### config.mk
export PLATFORM = sky130hd
export DESIGN_NAME = psum_acc
export DESIGN_NICKNAME = d
export VERILOG_FILES = /design/src/rtl/psum_acc.sv
export SDC_FILE = /design/constraint.sdc
export NUM_CORES = 1
export LEC_CHECK = 0
export CAP_MARGIN = 20
export CORE_MARGIN = 4
export CORE_UTILIZATION = 35
export DETAILED_ROUTE_END_ITERATION = 6
export SYNTH_ARGS = -nofsm -noshare
export SYNTH_HDL_FRONTEND = slang
export SYNTH_SLANG_ARGS = --single-unit
### constraint.sdc
create_clock -name clk -period 6 [get_ports clk]
set_input_delay 0.6 -clock clk [delete_from_list [all_inputs] [get_ports clk]]
set_output_delay 0.6 -clock clk [all_outputs]
set_load 0.05 [all_outputs]
### src/rtl/psum_acc.sv
// psum_acc: partial-sum accumulator with int8 requantisation.
//   Accumulates acc_len signed 16-bit products on top of a 32-bit bias,
//   then rounds, arithmetic-right-shifts, optionally applies ReLU
//   (never for GAP) and saturates to int8.
// Ports:
//   clk, rst            clock, asynchronous active-high reset
//   mode, start         layer mode (0=CV,1=DW,2=PW,3=GAP), begin request
//   acc_len, bias,      configuration latched on an accepted start
//   shift, relu_en
//   in_valid, in_ready, product      product stream from the PE array
//   out_valid, out_ready, out_data   int8 result handshake
//   busy, done          not-IDLE flag, one-cycle completion pulse
module psum_acc (
    input  logic        clk,
    input  logic        rst,
    input  logic [1:0]  mode,
    input  logic        start,
    input  logic [9:0]  acc_len,
    input  logic [31:0] bias,
    input  logic [4:0]  shift,
    input  logic        relu_en,
    input  logic        in_valid,
    output logic        in_ready,
    input  logic [15:0] product,
    output logic        out_valid,
    input  logic        out_ready,
    output logic [7:0]  out_data,
    output logic        busy,
    output logic        done
);

    typedef enum logic [1:0] {IDLE, ACC, POST, OUT} state_e;
    typedef enum logic [1:0] {MODE_CV, MODE_DW, MODE_PW, MODE_GAP} mode_e;

    state_e      state_q;
    mode_e       mode_q;
    logic [9:0]  len_q;
    logic [4:0]  shift_q;
    logic        relu_q;
    logic [31:0] acc_q;
    logic [9:0]  cnt_q;
    logic [7:0]  out_data_q;
    logic        done_q;

    logic        accept;
    logic        last;
    logic [9:0]  eff_len;

    logic signed [32:0] rnd33;
    logic signed [32:0] sum33;
    logic signed [32:0] shr33;
    logic signed [32:0] r33;
    logic        [7:0]  sat_d;

    assign in_ready  = (state_q == ACC);
    assign out_valid = (state_q == OUT);
    assign busy      = (state_q != IDLE);
    assign out_data  = out_data_q;
    assign done      = done_q;

    assign accept  = in_valid && (state_q == ACC);
    assign eff_len = (len_q == 10'd0) ? 10'd1 : len_q;
    assign last    = (cnt_q == eff_len - 10'd1);

    // Round-half-up then arithmetic shift in 33 bits so the rounding
    // increment can never overflow the accumulator range.
    always_comb begin
        rnd33 = '0;
        if (shift_q != 5'd0) begin
            rnd33 = 33'sd1 <<< (shift_q - 5'd1);
        end
        sum33 = $signed({acc_q[31], acc_q}) + rnd33;
        shr33 = sum33 >>> shift_q;
        r33   = shr33;
        if (relu_q && (mode_q != MODE_GAP) && (shr33 < 0)) begin
            r33 = '0;
        end
        if (r33 > 33'sd127) begin
            sat_d = 8'h7F;
        end else if (r33 < -33'sd128) begin
            sat_d = 8'h80;
        end else begin
            sat_d = r33[7:0];
        end
    end

    always_ff @(posedge clk or posedge rst) begin
        if (rst) begin
            state_q    <= IDLE;
            mode_q     <= MODE_CV;
            len_q      <= '0;
            shift_q    <= '0;
            relu_q     <= 1'b0;
            acc_q      <= '0;
            cnt_q      <= '0;
            out_data_q <= '0;
            done_q     <= 1'b0;
        end else begin
            done_q <= 1'b0;
            case (state_q)
                IDLE: begin
                    if (start) begin
                        mode_q  <= mode_e'(mode);
                        len_q   <= acc_len;
                        shift_q <= shift;
                        relu_q  <= relu_en;
                        acc_q   <= bias;
                        cnt_q   <= '0;
                        state_q <= ACC;
                    end
                end
                ACC: begin
                    if (accept) begin
                        acc_q <= acc_q + {{16{product[15]}}, product};
                        cnt_q <= cnt_q + 10'd1;
                        if (last) begin
                            state_q <= POST;
                        end
                    end
                end
                POST: begin
                    out_data_q <= sat_d;
                    state_q    <= OUT;
                end
                OUT: begin
                    if (out_ready) begin
                        done_q  <= 1'b1;
                        state_q <= IDLE;
                    end
                end
                default: state_q <= IDLE;
            endcase
        end
    end

endmodule

Yosys cells after proc, flatten, opt, wreduce, memory -nomap -nowiden
Index checks and enable logic that the tools add are counted.
{"block": "classes", "add_sub_neg": 5, "magnitude_cmp": 3, "eq_ne": 9, "shifts": 2, "mux": 18, "n_reduce_logical": 11}
{"operator": "$mux W33", "n": 2}
{"operator": "$mux W32", "n": 2}
{"operator": "$pmux W32 S2", "n": 1}
{"operator": "$add A32 B33 Y33", "n": 1}
{"operator": "$gt A33 B8 Y1 const B", "n": 1}
{"operator": "$lt A33 B1 Y1 const B", "n": 1}
{"operator": "$lt A33 B8 Y1 const B", "n": 1}
{"operator": "$sshl A2 B5 Y33 const A", "n": 1}
{"operator": "$sshr A33 B5 Y33", "n": 1}
{"operator": "$add A32 B32 Y32", "n": 1}
{"operator": "$mux W10", "n": 3}
{"operator": "$pmux W10 S2", "n": 1}
{"operator": "$mux W8", "n": 2}
{"operator": "$add A10 B1 Y10 const B", "n": 1}
{"operator": "$eq A10 B10 Y1", "n": 1}
{"operator": "$logic_not A10 Y1", "n": 1}
{"operator": "$sub A10 B1 Y10 const B", "n": 1}
{"operator": "$mux W2", "n": 4}
{"operator": "$pmux W2 S4", "n": 1}
{"operator": "$ne A2 B1 Y1 const B", "n": 3}
{"operator": "$reduce_bool A5 Y1", "n": 1}
{"operator": "$sub A5 B1 Y5 const B", "n": 1}
{"operator": "$eq A2 B2 Y1 const B", "n": 2}
{"operator": "$ne A2 B2 Y1 const B", "n": 2}
{"operator": "other kinds (8)", "n": 12}
{"block": "word_totals", "ff_bits": 71, "in_bits": 71, "output_inout_bits": 12, "elab_cells": 57}

Longest topological paths before layout
Gate-level depths: netlist of run 1.
{"block": "logic_depth", "word_depth": 11, "ltp_mapped": 25, "ltp_nobuf": 20}

Worst setup path before layout of run 1
Ideal clock, no wire load.
{"block": "synth_path", "kind": "register to register", "startpoint": "register shift_q[2]", "endpoint": "register out_data_q[1], in the netlist out_data[1]", "setup_ns": 0.138, "arrival_ns": 5.306, "required_ns": 5.862, "path_slack_ns": 0.556, "path_stages_with_launch": 25, "path_buffers": 6, "synth_period_minus_slack_ns": 5.444, "cell_sequence": "dfrtp_1 clkbuf_1 inv_1 clkbuf_1 clkbuf_1 clkbuf_1 nand2_1 nor3_1 ha_1 buf_2 a211o_1 a21oi_1 a21o_1 buf_2 nand4_1 a21boi_1 xor2_1 mux2_2 mux2_2 a221oi_2 a41oi_1 nor3_1 a41oi_2 nor3_4 o32ai_1"}
{"block": "synth_between", "elab_chain_len": 11, "elab_cells_between_ends": 13, "classes_between": "add/sub (2); order compare (3); shift (2); mux (4); reduce/logical (2)"}
{"item": "from (decl)", "line_no": "38", "text": "logic [4:0] shift_q;"}
{"item": "from (signal assigned)", "line_no": "105", "text": "shift_q <= shift;"}
{"item": "$sub A5 B1 Y5", "line_no": "70", "text": "rnd33 = 33'sd1 <<< (shift_q - 5'd1);"}
{"item": "$sshl A2 B5 Y33", "line_no": "70"}
{"item": "$mux W33", "line_no": "69", "text": "if (shift_q != 5'd0) begin"}
{"item": "$add A32 B33 Y33", "line_no": "72", "text": "sum33 = $signed({acc_q[31], acc_q}) + rnd33;"}
{"item": "$sshr A33 B5 Y33 (*)", "line_no": "73", "text": "shr33 = sum33 >>> shift_q;"}
{"item": "$lt A33 B1 Y1", "line_no": "75", "text": "if (relu_q && (mode_q != MODE_GAP) && (shr33 < 0)) begin"}
{"item": "$logic_and A1 B1 Y1", "line_no": "75"}
{"item": "$mux W33 (*)", "line_no": "75"}
{"item": "$lt A33 B8 Y1", "line_no": "80", "text": "end else if (r33 < -33'sd128) begin"}
{"item": "$mux W8", "line_no": "80"}
{"item": "$mux W8 (*)", "line_no": "78", "text": "if (r33 > 33'sd127) begin"}
{"item": "to (signal assigned)", "line_no": "122", "text": "out_data_q <= sat_d;"}
{"item": "to (decl)", "line_no": "42", "text": "logic [7:0] out_data_q;"}
Every way passes the cells marked *; elsewhere a longest branch is shown, timed or not.
A chain may end at the register's enable or synchronous reset.

Worst setup path after layout of run 1
{"block": "layout_path", "startpoint": "register shift_q[0]", "endpoint": "register out_data_q[4], in the netlist out_data[4]"}
Same word-level chain as after synthesis.

==> summary.txt, run 1 <==
Min path
  • Hold_sp: out_data[7]
  • HP Class: reg2reg
  • Hold Path Depth: 1
  • Hold EP: out_data[7]

Synth
  • Syn Std Cell Area: 0.01002 sq mm
  • Yosys cell types: 98
  • EDFF count, synth: 0
  • Syn. warnings: 0
  • Syn_nets: 1,458
  • Syn avg cell area: 7.617 sq um
  • Register area share after synthesis: 0.1774
  • Most used DFF post-synth: dfrtp_1
  • Fraction of registers with async set/reset: 1.000
  • Register bit total from synthesis: 71
  • Syn Inst Count: 1,315

Clock tree
  • Worst-Skew Late Latency: 0.35 ns
  • Worst-case clock buffer depth: 2
  • Root buffer cell: clkbuf_16
  • Clock transition at the registers of the reported paths: 0.07 ns
  • Post-CTS Repair Setup Buffers: 0
  • Num CTS Buffers: 9
  • Max H-tree Level: 3
  • CTS tree: yes
  • CTS sink count: 71

Global route
  • Overall Global Routing Usage: 0.2241
  • First-pass GRT wire length: 56,940 microns
  • Largest net degree at the start of global routing: 72
  • Global route total overflow: 0
  • Initial antenna violation count: 0
  • Vias in the first global route: 10,280

Drt
  • Final ANT Viol Nets: 0
  • Total Routed Length: 35,580 microns
  • Remaining DRCs: 1
  • Avg Vias per Cell: 6.016
  • Iter 0 DRT Violations: 977
  • Vias: 10,650
  • Routed WL per cell: 20.10 microns
  • DR pass1 iterations: 7

Timing
  • Worst Skew: 0.01584 ns
  • Max_slew headroom: 0.5601
  • Fmax: 177.6 MHz
  • Final period util: 0.9383
  • Final Hold Viols: 0
  • Tightest Pin Transition: 0.6514 ns
  • Post-route setup TNS: 0 ns
  • Max-slew violations: 0
  • # setup viols final: 0
  • Unrepaired setup endpoints after global routing: false
  • Min cycle time layout: 5.630 ns

Critical path
  • WS Path Type: reg2reg
  • Setup crit start kind: flop
  • R2R Path Start: shift_q[0]
  • Setup slack, reg-to-reg: 0.37 ns
  • Worst reg2reg path depth: 19
  • Crit path buffers/inverters: 2
  • Slowest cell delay on critical path: 0.67 ns
  • Crit-path max FO: 15
  • Worst R2R End: out_data[4]
  • Data arrival, critical path: 5.85 ns
  • CP endpoint kind: flop
  • WP data required: 6.22 ns
  • Delay-heaviest family, CP: compound AO/OA/AOI/OAI gates
  • Critical path's slowest cell: dfrtp_1
  • CP dominant cell by count: o21a_1
  • Crit-path cells: inv_1, nand2_1, buf_4, nor3_1, ha_1, a21oi_1, o21a_1, o21a_1, o21a_1, o21ai_4, a211oi_1, xnor2_1, o211a_1, o311ai_0, o22ai_1, nor3_1, nand4_1, nor3_4, o32ai_1

Layout
  • Share of layout cells above drive strength 1: 0.1070
  • NumNets Final: 1,530
  • Commonest non-fill, non-tap cell in the layout: nor2_1
  • Final core occ: 0.4204
  • Commonest cells after routing, fill and taps aside: nor2_1, a21oi_1, nand2_1
  • Area grow syn2layout: 17.58%
  • ANT cells: 0

Power
  • Switching share of power: 0.5501
  • Pleak: 4.863 nW
  • Reg power frac: 0.120
  • Clock network fraction of total power: 0.083
  • Switching power: 4.174 mW
  • Combinational Power Share: 0.797
  • Int Power: 3.413 mW
  • Worst VDD drop: 215.4 uV
  • Power Density: 644.2 mW/mm^2

Floorplan
  • Core ar.: 0.02801 sq mm
  • Die area: 0.03139 sq mm
  • Die height: 177.2 microns
  • Initial Util: 0.3576
  • Rows: 61
  • IO Pins: 83
  • Die W: 177.2 microns

Status
  • Outcome: finished with violations
  • Failing checks: DRC

Job
  • Max cap viols: 0

Place
  • RD Place Congestion: 0.9906
  • I/O Buffers: 82
  • Final HPWL DP: 27,680 microns
==> through the flow <==
stage                     std cells  total power, mW  worst slack (ns)  instance area [sq um]  hold WS (ns)
final                          1770            7.587            0.3704                  11780        0.4995
after detailed placement       1753            6.809            0.4625                  11410        0.4934
after floorplan                1315            5.104            0.5560                  10020        0.4727
after global routing           1770            8.169           0.01632                  11780        0.5250
after global placement         1753            6.856            0.4414                  11410        0.4737
after CTS                      1769            7.482            0.4240                  11740        0.5079
==> synthesized netlist by cell type (all sizes together), types with 18 or more instances <==
cell,number,share of area
dfrtp,71,0.18
mux2,31,0.035
buf,18,0.0090
a21o,42,0.032
inv,41,0.015
nand4,24,0.015
ha,70,0.087
o21ai,86,0.044
xnor2,35,0.031
clkbuf,55,0.021
nor2,125,0.047
mux2i,31,0.031
xor2,32,0.028
nand3,42,0.021
nand2,108,0.040
a21oi,129,0.068
nor3,51,0.027
a31oi,18,0.011
==> power by group through the flow <==
stage | clock (mW) | sequential (mW) | combinational [mW]
2_1_floorplan | 0 | 0.894 | 4.21
3_3_place_gp | 0 | 0.916 | 5.94
3_5_place_dp | 0 | 0.921 | 5.89
4_1_cts | 0.636 | 0.914 | 5.93
5_1_grt | 0.653 | 0.947 | 6.57
6_report | 0.628 | 0.914 | 6.05
==> cells by family after synthesis <==
| group | Yosys count | share of synthesized area |
|---|---|---|
| and+or+nand+nor | 459 | 0.2245 |
| AOI/OAI and AO/OA | 458 | 0.3141 |
| buffers and inverters | 115 | 0.04535 |
| adders and majority gates | 72 | 0.09144 |
| muxes | 72 | 0.08832 |
| DFF | 71 | 0.1774 |
| xor gates and xnor gates | 67 | 0.05859 |
| other | 1 | 0.0003744 |
==> state kept, by name, summed over array words and instances, names as in the netlist <==
signal	count
cnt_q	10
done	1
out_data	8
relu_q	1
len_q	10
state_q	2
shift_q	5
mode_q	2
acc_q	32
==> area by class of cell <==
class	instances	area [sq um]
Clock inverter	5	80.08
Fill cell	2894	16230
Multi-Input combinational cell	1129	7805
Inverter	42	157.7
Clock buffer	11	252.7
Tap cell	378	473.0
Timing Repair Buffer	134	1231
Sequential cell	71	1777
==> per-layer routing <==
layer / wire length (microns) / vias up / GRT usage
met3: 2120 / 78 / 0.03012
met2: 16110 / 363 / 0.3614
li1: - / 5131 / -
met1: 16160 / 5077 / 0.3105
met5: 0 / - / 0
met4: 1192 / 0 / 0.07350
==> worst reg2reg max path: stages, from the launching register on <==
cell and delay (ns):
dfrtp_1 0.67, inv_1 0.18, nand2_1 0.21, buf_4 0.20
nor3_1 0.06, ha_1 0.38, a21oi_1 0.32, o21a_1 0.29
o21a_1 0.16, o21a_1 0.26, o21ai_4 0.14, a211oi_1 0.42
xnor2_1 0.21, o211a_1 0.35, o311ai_0 0.58, o22ai_1 0.24
nor3_1 0.22, nand4_1 0.16, nor3_4 0.30, o32ai_1 0.15
==> repair_timing <==
action                                  CTS  global route
endpoints found under the setup margin    0             7
gates resized for setup                   0             2
hold buffers                              0             0
==> worst max-delay path by stage <==
| stage | start | to | slack (ns) | depth (start not counted) |
|---|---|---|---|---|
| after floorplan | shift_q[2] | out_data[1] | 0.56 | 24 |
| after global placement | shift_q[3] | out_data[4] | 0.44 | 21 |
| after detailed placement | shift_q[3] | out_data[6] | 0.46 | 21 |
| after CTS | shift_q[3] | out_data[4] | 0.42 | 21 |
| after global routing | shift_q[0] | out_data[2] | 0.02 | 17 |
| final | shift_q[0] | out_data[4] | 0.37 | 19 |
Note: power is estimated with default switching activity, not from simulation.
==> run 2, diff against run 1 <==
--- a/config.mk
+++ b/config.mk
@@ -5,10 +5,14 @@
 export SDC_FILE = /design/constraint.sdc
 export NUM_CORES = 1
 export LEC_CHECK = 0
+export ABC_CLOCK_PERIOD_IN_PS = 6000
 export CAP_MARGIN = 20
+export CELL_PAD_IN_SITES_DETAIL_PLACEMENT = 1
+export CELL_PAD_IN_SITES_GLOBAL_PLACEMENT = 2
 export CORE_MARGIN = 4
 export CORE_UTILIZATION = 35
 export DETAILED_ROUTE_END_ITERATION = 6
+export PLACE_DENSITY_LB_ADDON = 0.1
 export SYNTH_ARGS = -nofsm -noshare
 export SYNTH_HDL_FRONTEND = slang
 export SYNTH_SLANG_ARGS = --single-unit
==> constraint.sdc (replaced) <==
create_clock -name clk -period 6 [get_ports clk]
set_input_delay 1.8 -clock clk [delete_from_list [all_inputs] [get_ports clk]]
set_output_delay 1.8 -clock clk [all_outputs]
set_load 0.05 [all_outputs]
==> run 2 against run 1 <==
Compared with the run above:
- the flow now finishes without violations
- flip-flop and latch count stayed put
- global-route usage up 2.3 points
- final cell count rose by 1.7%
- clock skew grew 0.0017 ns
- register-to-register slack worse by 0.07 ns
- power increased by 3.7%
- core utilization up 0.96 points
- non-clock buffer count increased by 30
- combinational power up 4.0%
- critical path type is now in2reg
- largest cell class unchanged
- highest routed layer unchanged
==> summary.txt, run 2 (synthesized netlist as in run 1, its figures left out) <==
Drt
  • DR pass1 iterations: 6
  • Remaining DRCs: 0
  • Vias: 10,750
  • Total Routed Length: 38,670 microns
  • Iter 0 DRT Violations: 689
  • Routed WL per cell: 21.48 microns
  • Avg Vias per Cell: 5.971
  • Final ANT Viol Nets: 0

Clock tree
  • CTS tree: yes
  • Root buffer cell: clkbuf_16
  • CTS sink count: 71
  • Worst-Skew Late Latency: 0.36 ns
  • Post-CTS Repair Setup Buffers: 0
  • Worst-case clock buffer depth: 2
  • Num CTS Buffers: 9
  • Clock transition at the registers of the reported paths: 0.07 ns
  • Max H-tree Level: 3

Place
  • I/O Buffers: 82
  • Final HPWL DP: 30,870 microns
  • RD Place Congestion: 0.9141

Power
  • Switching share of power: 0.5467
  • Reg power frac: 0.118
  • Pleak: 5.017 nW
  • Worst VDD drop: 184.2 uV
  • Switching power: 4.302 mW
  • Power Density: 653.2 mW/mm^2
  • Clock network fraction of total power: 0.082
  • Int Power: 3.567 mW
  • Combinational Power Share: 0.800

Global route
  • Grt met1 use: 0.3460
  • First-pass GRT wire length: 62,260 microns
  • Vias in the first global route: 11,060
  • Largest net degree at the start of global routing: 45
  • Global route total overflow: 0
  • Met3 usage: 0.02948
  • GR peak layer: met2
  • Overall Global Routing Usage: 0.2467
  • M2 GR Usage: 0.4085
  • Initial antenna violation count: 0

Critical path
  • CP endpoint kind: flop
  • Worst R2R End: out_data[1]
  • Setup crit start kind: input pin
  • Data arrival, critical path: 6.03 ns
  • R2R Path Start: shift_q[1]
  • Crit-path max FO: 3
  • Crit-path cells: clkdlybuf4s50_1, ha_1, inv_1, fa_1, nor2b_2, o31a_1, o41ai_1, buf_4, o2111a_1, or4_1, a31oi_4, o41ai_2, o21bai_1, a41o_1, a311o_1, a21oi_2, o21bai_1, xnor2_1, a221o_1
  • Worst reg2reg path depth: 19
  • Crit path buffers/inverters: 3
  • WS Path Type: in2reg
  • CP dominant cell by count: o21bai_1
  • Delay-heaviest family, CP: compound AO/OA/AOI/OAI gates
  • WP data required: 6.24 ns
  • Slowest cell delay on critical path: 0.62 ns
  • Setup slack, reg-to-reg: 0.30 ns
  • Critical path's slowest cell: or4_1

Layout
  • Area grow syn2layout: 20.28%
  • NumNets Final: 1,560
  • Biggest regs: acc_q (32), cnt_q (10), len_q (10)
  • Commonest non-fill, non-tap cell in the layout: nor2_1
  • ANT cells: 0
  • Max FFs per register: 32
  • Share of layout cells above drive strength 1: 0.1294
  • Most flop-heavy register: acc_q
  • Commonest cells after routing, fill and taps aside: nor2_1, a21oi_1, nand2_1

Floorplan
  • IO Pins: 83
  • Initial Util: 0.3576
  • Die area: 0.03139 sq mm
  • Rows: 61
  • Die height: 177.2 microns
  • Core ar.: 0.02801 sq mm
  • Die W: 177.2 microns

Min path
  • Hold_sp: out_data[7]
  • HP Class: reg2reg
  • Hold EP: out_data[7]
  • Hold Path Depth: 1

Timing
  • Final Hold Viols: 0
  • Post-route setup TNS: 0 ns
  • Final period util: 0.9652
  • Fmax: 172.7 MHz
  • # setup viols final: 0
  • Worst Skew: 0.01758 ns
  • Min cycle time layout: 5.791 ns
  • Tightest Pin Transition: 0.8487 ns
  • Final hold slack: 0.5005 ns
  • Max_slew headroom: 0.4342
  • Max-slew violations: 0

Job
  • Max cap viols: 0

Status
  • Outcome: complete, no violations
[run 2: cell count changes in the layout (fill, tap and decap cells not counted), sizes merged]
cell      previous run  this run
buf                 52        82
clkbuf              11         9
clkinv               2         3
clkinvlp             2         1
inv                 41        43
[run 2: area by class of cell]
cell class | count | area [sq um]
clock buffer | 9 | 225.2
clock inverter | 7 | 102.6
fill | 3466 | 15960
inverter | 42 | 158.9
multi-input combinational | 1129 | 7848
sequential | 71 | 1778
tap | 378 | 473.0
timing repair buffer | 164 | 1461
[run 2: how the worst max path moves through the flow]
stage          depth (start not counted)       start          end
5_1_grt                               19  product[0]    acc_q[30]
4_1_cts                               19  product[0]    acc_q[30]
3_5_place_dp                          19  product[0]    acc_q[30]
6_report                              19  product[0]    acc_q[30]
3_3_place_gp                          19  product[0]    acc_q[30]
2_1_floorplan                         24  shift_q[2]  out_data[1]
[run 2: power by group through the flow]
stage          logic (mW)  registers, mW  clock network, mW
2_1_floorplan        4.21          0.894                  0
3_3_place_gp         6.11          0.935                  0
3_5_place_dp         6.18          0.945                  0
4_1_cts              6.21          0.935              0.658
5_1_grt              6.88          0.964              0.678
6_report             6.29          0.931              0.644
[run 2: stage by stage]
step           instances  utilization  instance area, sq um  worst slack, ns  total power, mW
3_3_place_gp        1784       0.4166                 11670          -0.2028            7.044
4_1_cts             1800       0.4283                 12000          0.07800            7.805
2_1_floorplan       1315            -                 10020           0.5560            5.104
5_1_grt             1800       0.4301                 12050         -0.05379            8.521
6_report            1800       0.4301                 12050           0.2086            7.869
3_5_place_dp        1784       0.4166                 11670          -0.2758            7.123
[run 2: routing by layer]
layer | part of all wire | routed length, microns | vias up
li1 | - | - | 5179
met1 | 0.48 | 18450 | 5328
met2 | 0.47 | 18120 | 192
met3 | 0.036 | 1394 | 49
met4 | 0.018 | 702 | 0
met5 | 0 | 0 | -
[run 2: repair_timing]
action                     CTS  global route
resized for setup            0            10
hold buffers                 0             0
setup endpoints to repair    0             9
==> run 3, diff against run 2 <==
--- a/config.mk
+++ b/config.mk
@@ -13,6 +13,7 @@
 export CORE_UTILIZATION = 35
 export DETAILED_ROUTE_END_ITERATION = 6
 export PLACE_DENSITY_LB_ADDON = 0.1
+export SLEW_MARGIN = 10
 export SYNTH_ARGS = -nofsm -noshare
 export SYNTH_HDL_FRONTEND = slang
 export SYNTH_SLANG_ARGS = --single-unit
==> results of run 3 <==
Same layout as run 2: the final DEF is identical, and so are final timing and power.
